## src/rtl/mux_sel_reg_n_pkg.sv

```systemverilog
// Shared constants, types and helpers for the registered N-way source selector.
package mux_sel_reg_n_pkg;

   localparam int CONST_SP_INIT = 227;
   localparam int DEFAULT_WIDTH = 32;

   typedef enum logic {
      EMPTY = 1'b0,
      FULL  = 1'b1
   } buf_state_t;

   // Minimum bits to encode n distinct values; one bit minimum.
   function automatic int clog2(input int n);
      int r;
      r = 1;
      for (int i = 1; i < 31; i++) begin
         if ((1 << r) < n) r = i + 1;
      end
      return r;
   endfunction

endpackage

```

## src/rtl/mux_decode_n.sv

```systemverilog
// Combinational channel decode: data_in channels, constant top channel, out-of-range fallback to channel 0.
module mux_decode_n
   import mux_sel_reg_n_pkg::*;
#(
   parameter int WIDTH     = DEFAULT_WIDTH,
   parameter int N_IN      = 8,
   parameter int CONST_VAL = CONST_SP_INIT,
   localparam int SEL_W    = clog2(N_IN)
) (
   input  logic [SEL_W-1:0]            sel,
   input  logic [(N_IN-1)*WIDTH-1:0]   data_in,
   output logic [WIDTH-1:0]            value,
   output logic                        out_of_range
);

   logic [WIDTH-1:0] chan [N_IN];
   int               sel_i;

   for (genvar k = 0; k < N_IN - 1; k++) begin : g_chan
      assign chan[k] = data_in[k*WIDTH +: WIDTH];
   end
   assign chan[N_IN-1] = WIDTH'(CONST_VAL);

   // Loop compare keeps the index in range even when N_IN is not a power of two.
   always_comb begin
      sel_i        = int'({1'b0, sel});
      value        = chan[0];
      out_of_range = (sel_i >= N_IN);
      for (int k = 0; k < N_IN; k++) begin
         if (sel_i == k) value = chan[k];
      end
   end

endmodule

```

## src/rtl/mux_sel_reg_n.sv

```systemverilog
// Registered N-way selector with a single-entry valid/ready output buffer,
// sticky out-of-range flag and wrapping capture counter.
//
//   state | meaning
//   EMPTY | no unconsumed capture; load is always accepted
//   FULL  | data_out holds a capture; load accepted only with out_ready
module mux_sel_reg_n
   import mux_sel_reg_n_pkg::*;
#(
   parameter int WIDTH     = DEFAULT_WIDTH,
   parameter int N_IN      = 8,
   parameter int CONST_VAL = CONST_SP_INIT,
   parameter int CNT_W     = 16,
   localparam int SEL_W    = clog2(N_IN)
) (
   input  logic                        clk,
   input  logic                        reset,
   input  logic [SEL_W-1:0]            sel,
   input  logic [(N_IN-1)*WIDTH-1:0]   data_in,
   input  logic                        load,
   output logic                        load_ready,
   output logic [WIDTH-1:0]            data_out,
   output logic                        out_valid,
   input  logic                        out_ready,
   output logic [SEL_W-1:0]            out_sel,
   output logic                        sel_err,
   input  logic                        clear_err,
   output logic [CNT_W-1:0]            cap_count
);

   buf_state_t       state;
   logic [WIDTH-1:0] dec_value;
   logic             dec_oor;
   logic             accept;

   mux_decode_n #(
      .WIDTH     (WIDTH),
      .N_IN      (N_IN),
      .CONST_VAL (CONST_VAL)
   ) u_decode (
      .sel          (sel),
      .data_in      (data_in),
      .value        (dec_value),
      .out_of_range (dec_oor)
   );

   assign out_valid  = (state == FULL);
   assign load_ready = !out_valid || out_ready;
   assign accept     = load && load_ready;

   always_ff @(posedge clk) begin
      if (reset) begin
         state     <= EMPTY;
         data_out  <= '0;
         out_sel   <= '0;
         sel_err   <= 1'b0;
         cap_count <= '0;
      end else begin
         case (state)
            EMPTY: if (accept) state <= FULL;
            FULL:  if (out_ready && !accept) state <= EMPTY;
            default: state <= EMPTY;
         endcase

         if (accept) begin
            data_out  <= dec_value;
            out_sel   <= sel;
            cap_count <= cap_count + CNT_W'(1);
         end

         // A new error outranks a clear arriving in the same cycle.
         if (accept && dec_oor) sel_err <= 1'b1;
         else if (clear_err)    sel_err <= 1'b0;
      end
   end

endmodule

```

## config.mk

```make
export PLATFORM = sky130hd
export DESIGN_NAME = mux_sel_reg_n
export DESIGN_NICKNAME = d
export VERILOG_FILES = /design/src/rtl/mux_sel_reg_n_pkg.sv /design/src/rtl/mux_decode_n.sv /design/src/rtl/mux_sel_reg_n.sv
export SDC_FILE = /design/constraint.sdc
export NUM_CORES = 1
export LEC_CHECK = 0
export ABC_CLOCK_PERIOD_IN_PS = 2100
export BUFFER_PORTS_ARGS = -buffer_cell sky130_fd_sc_hd__buf_2
export CELL_PAD_IN_SITES_DETAIL_PLACEMENT = 1
export CELL_PAD_IN_SITES_GLOBAL_PLACEMENT = 1
export CORE_ASPECT_RATIO = 0.75
export CORE_MARGIN = 2
export CORE_UTILIZATION = 33
export DETAILED_ROUTE_END_ITERATION = 16
export HOLD_SLACK_MARGIN = 0.06
export PLACE_DENSITY_LB_ADDON = 0.12
export SLEW_MARGIN = 20
export SYNTH_ARGS = -nofsm -noshare
export SYNTH_HDL_FRONTEND = slang
export SYNTH_HIERARCHICAL = 1
export SYNTH_SLANG_ARGS = --single-unit
```

## constraint.sdc

```tcl
create_clock -name clk -period 2.1 [get_ports clk]
set_input_delay 0.105 -clock clk [delete_from_list [all_inputs] [get_ports clk]]
set_output_delay 0.105 -clock clk [all_outputs]
set_load 0.005 [all_outputs]
```

; Word-level counts from Yosys, hierarchy flattened
; Cells that the tools add are included.
[op_classes]
reduce_logical = 5
addsub = 1
mux = 10
eq_ne = 7
n_bitwise = 1
[ops]
columns = operator, n
row1 = $mux 32, 7
row2 = $add 16x1->16 const B, 1
row3 = $eq 3x3->1 const B, 4
row4 = $eq 3x2->1 const B, 2
row5 = $eq 3x1->1 const B, 1
row6 = $logic_and 1x1->1, 2
row7 = $logic_not 1->1, 2
row8 = $mux 1, 2
row9 = $pmux 1 s2, 1
row10 = $logic_or 1x1->1, 1
row11 = $not 1->1, 1
[totals]
output_inout_bits = 54
elab_cells = 28
register_bits = 52
in_bits = 232

; Depth between registers and ports, before layout
; Gate-level depths: netlist of run 1.
[depth]
depth_word = 8
depth_mapped = 8
ltp_nobuf = 5

; Modules after synthesis
; The synthesis of run 1 kept the hierarchy.
[by_module_without_submodules]
columns = mod, seq_area_each_um2, cells_per_inst, area_each_um2, n_inst
row1 = mux_decode_n, 0.0, 296, 2682.6, 1
row2 = mux_sel_reg_n, 1061.0, 248, 2014.4, 1

; Worst setup path after synthesis of run 1
; Ideal clock, no wire load.
[synth_timing]
path_type = flip-flop to flip-flop
startpoint = reg cap_count[6]
endpoint = reg cap_count[15]
arrival_time_ps = 1374
t_required_ps = 1979
setup_slack_ps = 605
setup_time_ps = 121
path_stages_with_launch = 5
period_less_slack_ps = 1495
n_path_buf = 0
cell_sequence = dfxtp_1 and4_4 nand2_1 nor4_1 mux2_2
[synth_between]
elab_chain_cells = 1
[synth_rtl]
columns = element, line_no
row1 = from (decl), mux_sel_reg_n.sv:28  ; output logic [CNT_W-1:0] cap_count
row2 = from (signal assigned), mux_sel_reg_n.sv:68  ; cap_count <= cap_count + CNT_W'(1);
row3 = $add 16x1->16, mux_sel_reg_n.sv:68
; No other way between the ends.
; A chain may end at the register's enable or synchronous reset.

; Final worst setup path of run 1
[layout_timing]
startpoint = reg cap_count[0]
endpoint = reg cap_count[14]
; The elaborated chain is that of the path after synthesis.

==> impl_metrics.py, run 1 <==
metrics = {
    "timing": {
        "finalSetupViolations": 0,
        "report.final.slew_viol_count": 0,
        "holdWs_ns": 0.126,
        "fin_crit_ns": 1.71,
        "max-slew-margin-rel": 0.289,
        "fmax_ghz": 0.584,
        "tightest_slew_ns": 1.06,
        "fin_crit_sh": 0.816,
        "clock_skew_ns": 0.00687,
        "rsz0062_at_grt": "false",
        "hold_viol": 0,
        "fin_tns_setup_ns": 0,
    },
    "grt": {
        "grt_overflow": 0,
        "antenna_found_initial": 1,
        "grt_start_max_net_pins": 59,
        "grt_pass1_vias": 5613,
        "track_usage": 0.232,
        "grt_pass1_wl_mm": 28.6,
    },
    "critical_path": {
        "worstPathRequired_ns": 2.28,
        "worstPathArrival_ns": 1.89,
        "worst-path-max-fanout": 4,
        "crit_path_start_kind": "flop",
        "crit_type": "flop to flop",
        "cp-end-kind": "flop",
    },
    "min_path": {
        "hp-class": "input pin to flop",
    },
    "synth": {
        "syn_area_per_cell_sq_um": 8.63,
        "netlist.top_cell.by_area": "dfxtp_1",
        "ys_async_sr_fraction": 0,
        "ys_ff_latch": 53,
        "synth_edf_count": 0,
        "syn_inst": 544,
        "synthDistinctLibCells": 40,
        "yosysWarnings": 6,
        "synthTopCellsByArea": "dfxtp_1 23%, mux2i_1 18%, nand2_1 8.4%",
        "synthFlopType": "dfxtp_1",
        "synth_top_area_frac": 0.226,
        "syn-cell-area_sq_um": 4700,
        "mappedNetlistNets": 777,
        "yosysSeqAreaShare": 0.226,
    },
    "run_status": {
        "status": "finished clean",
    },
    "final_layout": {
        "n_fill_cell": 1722,
        "multi_input_area_sq_um": 3240,
        "layout.cells.non_filler": 972,
        "area_delta_synth_final_pct": 34.4,
        "fin_nets": 1029,
        "antenna-diode-count": 0,
        "drive_above_1_share": 0.427,
        "fin_util": 0.458,
        "register_area_sq_um": 1060,
    },
    "clocking": {
        "numCtsBuffers": 5,
        "path_clk_slew_ns": 0.07,
        "cts_root_buf": "clkbuf_16",
        "cts_resized": 0,
        "post_cts_buffers": 0,
        "cts.hold.buffers_added": 0,
        "clock_latency_ns": 0.29,
        "cts_tree": "done",
        "htreeDepth": 2,
        "clock_sinks": 53,
        "clock_path_buffers": 2,
    },
    "pwr": {
        "ir_drop_uv": 396,
        "p_leak_nw": 3.00,
        "p_per_area_nw_per_um2": 484,
    },
    "detailed_routing": {
        "via_count": 5325,
        "dr.pass1.iters": 4,
        "vias_per_cell": 5.48,
        "postRouteAntennaNets": 0,
        "wl_mm": 18.5,
        "drc": 0,
        "drt_iter0_drc": 169,
        "wire_per_inst_um": 19.0,
    },
    "floorplan": {
        "initial_core_util": 0.340,
        "dieHeight_um": 107,
        "die_width_um": 142,
        "placementRows": 37,
        "io_pins": 286,
        "dieArea_sq_um": 15200,
        "core_area_sq_um": 13800,
    },
    "job": {
        "drv_cap": 0,
    },
    "placement": {
        "dp_cells": 964,
        "gp_congestion": 0.808,
        "post-dp-hpwl_mm": 14.5,
        "numPortBuffers": 285,
    },
}
[critical path, stage by stage, from the launching register on]
cell     delay [ns]
dfxtp_1        0.40
ha_1           0.21
nand3_1        0.21
nor4_1         0.42
mux2_2         0.38
[cell usage after synthesis, drive strengths merged, types with 2 or more instances]
master,count
nand2,105
mux2i,84
dfxtp,53
a21oi,47
buf,47
a2bb2oi,27
a221oi,26
nand3b,26
o2111a,26
o221ai,15
clkbuf,9
nor2b,9
o21ai,9
nor2,8
or3,8
mux2,7
nand4,7
a211oi,5
nand3,4
inv,3
nand2b,3
and2,2
nor4,2
xnor2,2
xor2,2
[placed cells by master, fill, tap and decap left out, types with 2 or more instances in the layout]
cell	instances
a2bb2oi_1	27
buf_12	5
o21ai_0	9
nor2b_1	8
a221oi_1	4
mux2_1	5
nand4_1	6
nor4_1	2
nand3b_1	26
buf_4	13
inv_1	3
nand2b_1	3
mux2_2	2
nand2_1	105
xnor2_1	2
o221ai_1	15
or3_1	8
mux2i_1	84
o2111a_1	26
a211oi_1	5
xor2_1	2
dfxtp_1	53
buf_2	283
a221oi_2	22
clkbuf_16	5
nand3_1	4
nor2_1	7
a21oi_1	47
[final cells by class]
class | count | share of cell area
inverter | 3 | 0.00178
tap | 175 | 0.0347
clock inverter | 1 | 0.00476
timing repair buffer | 301 | 0.256
multi-input combinational | 432 | 0.513
sequential | 53 | 0.168
clock buffer | 7 | 0.0226
[report_power, final]
group	internal, W	switching [W]
Combinational	0.000495	0.000504
Sequential	0.00106	0.0000326
Clock	0.000597	0.000369
[cell families (layout without fill, tap and decap cells)]
| kind of cell | Yosys count | after routing | share of synthesized area |
|---|---|---|---|
| AND/OR/NAND/NOR | 178 | 178 | 0.188 |
| AO/OA/AOI/OAI | 156 | 156 | 0.288 |
| multiplexers | 92 | 92 | 0.201 |
| buffers and inverters | 59 | 312 | 0.0868 |
| flip-flops | 53 | 53 | 0.226 |
| XOR/XNOR | 4 | 4 | 0.00746 |
| adder cells (fa/ha/maj) | 1 | 1 | 0.00266 |
| other | 1 | 1 | 0.000798 |
[layer usage]
| metal | vias to the layer above | share of wire | GRT usage |
|---|---|---|---|
| li1 | 2570 | - | - |
| met1 | 2561 | 0.44 | 0.285 |
| met2 | 176 | 0.49 | 0.424 |
| met3 | 16 | 0.058 | 0.0449 |
| met4 | 2 | 0.011 | 0.0450 |
| met5 | - | 0.00060 | 0 |
[through the flow]
step	total power, W	setup WS (ns)	cell area (sq um)
floorplan	0.00170	0.605	4700
global placement	0.00208	0.427	6140
detailed placement	0.00212	0.350	6140
CTS	0.00309	0.357	6310
global route	0.00323	0.301	6310
finish	0.00306	0.387	6310
[flip-flops by register name (all words and copies together) (netlist names)]
name       cells
out_sel        3
data_out      32
sel_err        1
cap_count     16
out_valid      1
[final timing paths]
| path | startpoint | to | slack, ns | depth (start not counted) |
|---|---|---|---|---|
| max | cap_count[0] | cap_count[14] | 0.39 | 4 |
| min | clear_err | sel_err | 0.13 | 4 |
| max reg2reg | cap_count[0] | cap_count[14] | 0.39 | 4 |
| min reg2reg | data_out[3] | data_out[3] | 0.45 | 2 |
No activity file was read; power rests on OpenSTA's default activity.
==> run 2: changes to the inputs <==
--- a/config.mk
+++ b/config.mk
@@ -5,13 +5,13 @@
 export SDC_FILE = /design/constraint.sdc
 export NUM_CORES = 1
 export LEC_CHECK = 0
-export ABC_CLOCK_PERIOD_IN_PS = 2100
+export ABC_CLOCK_PERIOD_IN_PS = 1400
 export BUFFER_PORTS_ARGS = -buffer_cell sky130_fd_sc_hd__buf_2
 export CELL_PAD_IN_SITES_DETAIL_PLACEMENT = 1
 export CELL_PAD_IN_SITES_GLOBAL_PLACEMENT = 1
 export CORE_ASPECT_RATIO = 0.75
 export CORE_MARGIN = 2
-export CORE_UTILIZATION = 33
+export CORE_UTILIZATION = 28
 export DETAILED_ROUTE_END_ITERATION = 16
 export HOLD_SLACK_MARGIN = 0.06
 export PLACE_DENSITY_LB_ADDON = 0.12
==> constraint.sdc (replaced) <==
create_clock -name clk -period 1.4 [get_ports clk]
set_input_delay 0.07 -clock clk [delete_from_list [all_inputs] [get_ports clk]]
set_output_delay 0.07 -clock clk [all_outputs]
set_load 0.005 [all_outputs]
==> run 2 against run 1 <==
- the flow now finishes with violations (setup timing)
- flip-flop and latch count did not move
- sequential power grew 50%
- core utilization is 3.3 points lower
- register-to-register slack worse by 0.41 ns
- worst hold slack got worse by 0.049 ns
- first-iteration DRC count fell by 17%
==> impl_metrics.py, run 2 (synthesis gave the netlist of run 1 again) <==
metrics = {
    "pwr": {
        "power_w": 0.00457,
        "p_leak_nw": 3.31,
        "p_comb_frac": 0.352,
        "seqPwrFrac": 0.358,
        "internal_power_w": 0.00318,
        "p_clk_frac": 0.289,
        "netSwitchingFraction": 0.304,
        "switchingPower_w": 0.00139,
        "p_per_area_nw_per_um2": 664,
        "ir_drop_uv": 385,
    },
    "final_layout": {
        "fin_util": 0.425,
        "final_cell_mix": "283 x buf_2, 102 x nand2_1, 84 x mux2i_1",
        "largest_register": "data_out",
        "design_area_sq_um": 6890,
        "area_delta_synth_final_pct": 46.6,
        "drive_above_1_share": 0.488,
        "largest_reg_flops": 32,
        "reg.largest.list": "data_out: 32 flops, cap_count: 16 flops, out_sel: 3 flops",
        "fin_nets": 1075,
        "antenna-diode-count": 0,
        "final_common_cell": "buf_2",
    },
    "critical_path": {
        "worst-path-max-fanout": 4,
        "crit_path_start_kind": "flop",
        "worstPathRequired_ns": 1.58,
        "worstPathArrival_ns": 1.60,
        "r2r-start": "cap_count[5]",
        "cp-end-kind": "flop",
        "startpoint": "cap_count[5]",
        "crit_type": "flop to flop",
    },
    "detailed_routing": {
        "vias_per_cell": 5.25,
        "wl_mm": 19.3,
        "wire_per_inst_um": 18.3,
        "drc": 0,
        "dr.pass1.iters": 4,
        "drt_iter0_drc": 140,
        "postRouteAntennaNets": 0,
        "via_count": 5528,
    },
    "placement": {
        "placed_cell_area_sq_um": 6550,
        "post-dp-hpwl_mm": 15.4,
        "numPortBuffers": 285,
        "gp_congestion": 0.884,
    },
    "floorplan": {
        "dieHeight_um": 116,
        "initial_core_util": 0.290,
        "placementRows": 40,
        "die_width_um": 154,
        "core_area_sq_um": 16200,
        "io_pins": 286,
        "dieArea_sq_um": 17800,
    },
    "run_status": {
        "status": "finished with violations",
        "violations": "setup timing",
    },
    "grt": {
        "grt_start_max_net_pins": 38,
        "grt_pass1_wl_mm": 30.1,
        "grt_pass1_vias": 5947,
        "track_usage": 0.208,
        "antenna_found_initial": 0,
        "grt_overflow": 0,
    },
    "timing": {
        "report.final.slew_viol_count": 0,
        "fmax_ghz": 0.705,
        "fin_crit_ns": 1.42,
        "clock_skew_ns": 0.00740,
        "hold_viol": 0,
        "finalSetupViolations": 2,
        "fin_tns_setup_ns": -0.0281,
        "fin_crit_sh": 1.01,
        "rsz0062_at_grt": "true",
        "worst_slack_ns": -0.0184,
    },
    "min_path": {
        "hp-class": "input pin to flop",
        "hp-start": "clear_err",
    },
    "clocking": {
        "numCtsBuffers": 5,
        "cts_tree": "done",
        "clock_path_buffers": 2,
        "cts_root_buf": "clkbuf_16",
        "clock_latency_ns": 0.29,
        "htreeDepth": 2,
        "clock_sinks": 53,
        "path_clk_slew_ns": 0.07,
    },
    "job": {
        "drv_cap": 0,
    },
}
run 2: cell types whose count changed in the layout (fill, tap and decap cells not counted), sizes merged:
| cell | before | now |
|---|---|---|
| buf | 301 | 346 |
| bufinv | 1 | 0 |
| clkbuf | 7 | 8 |
| clkinv | 0 | 1 |
run 2: layer usage:
layer,up-vias,global-route usage,part of all wire
met1,2655,0.245,0.42
met2,187,0.378,0.49
met5,-,0,0
met3,20,0.0623,0.080
met4,0,0.0471,0.013
li1,2666,-,-
run 2: layout make-up:
class,count,area (sq um)
timing repair buffer,347,2040
sequential,53,1070
inverter,3,11.3
clock inverter,1,5.00
multi-input combinational,432,3340
tap,210,263
fill,2022,9330
clock buffer,7,153
run 2: critical path, stage by stage (launching register included):
cell,delay (ns)
dfxtp_2,0.33
and4_4,0.27
nand2_4,0.09
nor4_4,0.30
mux2_4,0.33
run 2: power by group through the flow:
stage / Clock, W / Sequential [W] / Combinational, W
3_5_place_dp: 0 / 0.00167 / 0.00160
5_1_grt: 0.00144 / 0.00165 / 0.00177
4_1_cts: 0.00138 / 0.00164 / 0.00161
6_report: 0.00132 / 0.00164 / 0.00161
2_1_floorplan: 0 / 0.00167 / 0.000884
3_3_place_gp: 0 / 0.00166 / 0.00155
run 2: final timing paths:
| check | end | cells after the start | slack [ns] |
|---|---|---|---|
| setup / recovery | cap_count[15] | 4 | -0.02 |
| hold / removal | sel_err | 4 | 0.08 |
| setup reg to reg | cap_count[15] | 4 | -0.02 |
| hold reg to reg | data_out[29] | 2 | 0.45 |
run 2: stage by stage:
step           instances  setup WS [ns]  hold slack (ns)
2_1_floorplan        544         0.0106            0.206
3_3_place_gp        1037        -0.0511            0.378
3_5_place_dp        1037         -0.145            0.382
4_1_cts             1047        -0.0201           0.0705
5_1_grt             1053        -0.0756           0.0855
6_report            1053        -0.0184           0.0772
run 2: timing repair:
item                                    CTS  global route
hold buffers                              0             0
gates cloned                              0             1
endpoints found under the setup margin   46            24
resized for setup                        13            14
pin swaps                                 4            11
setup buffers                             2             5
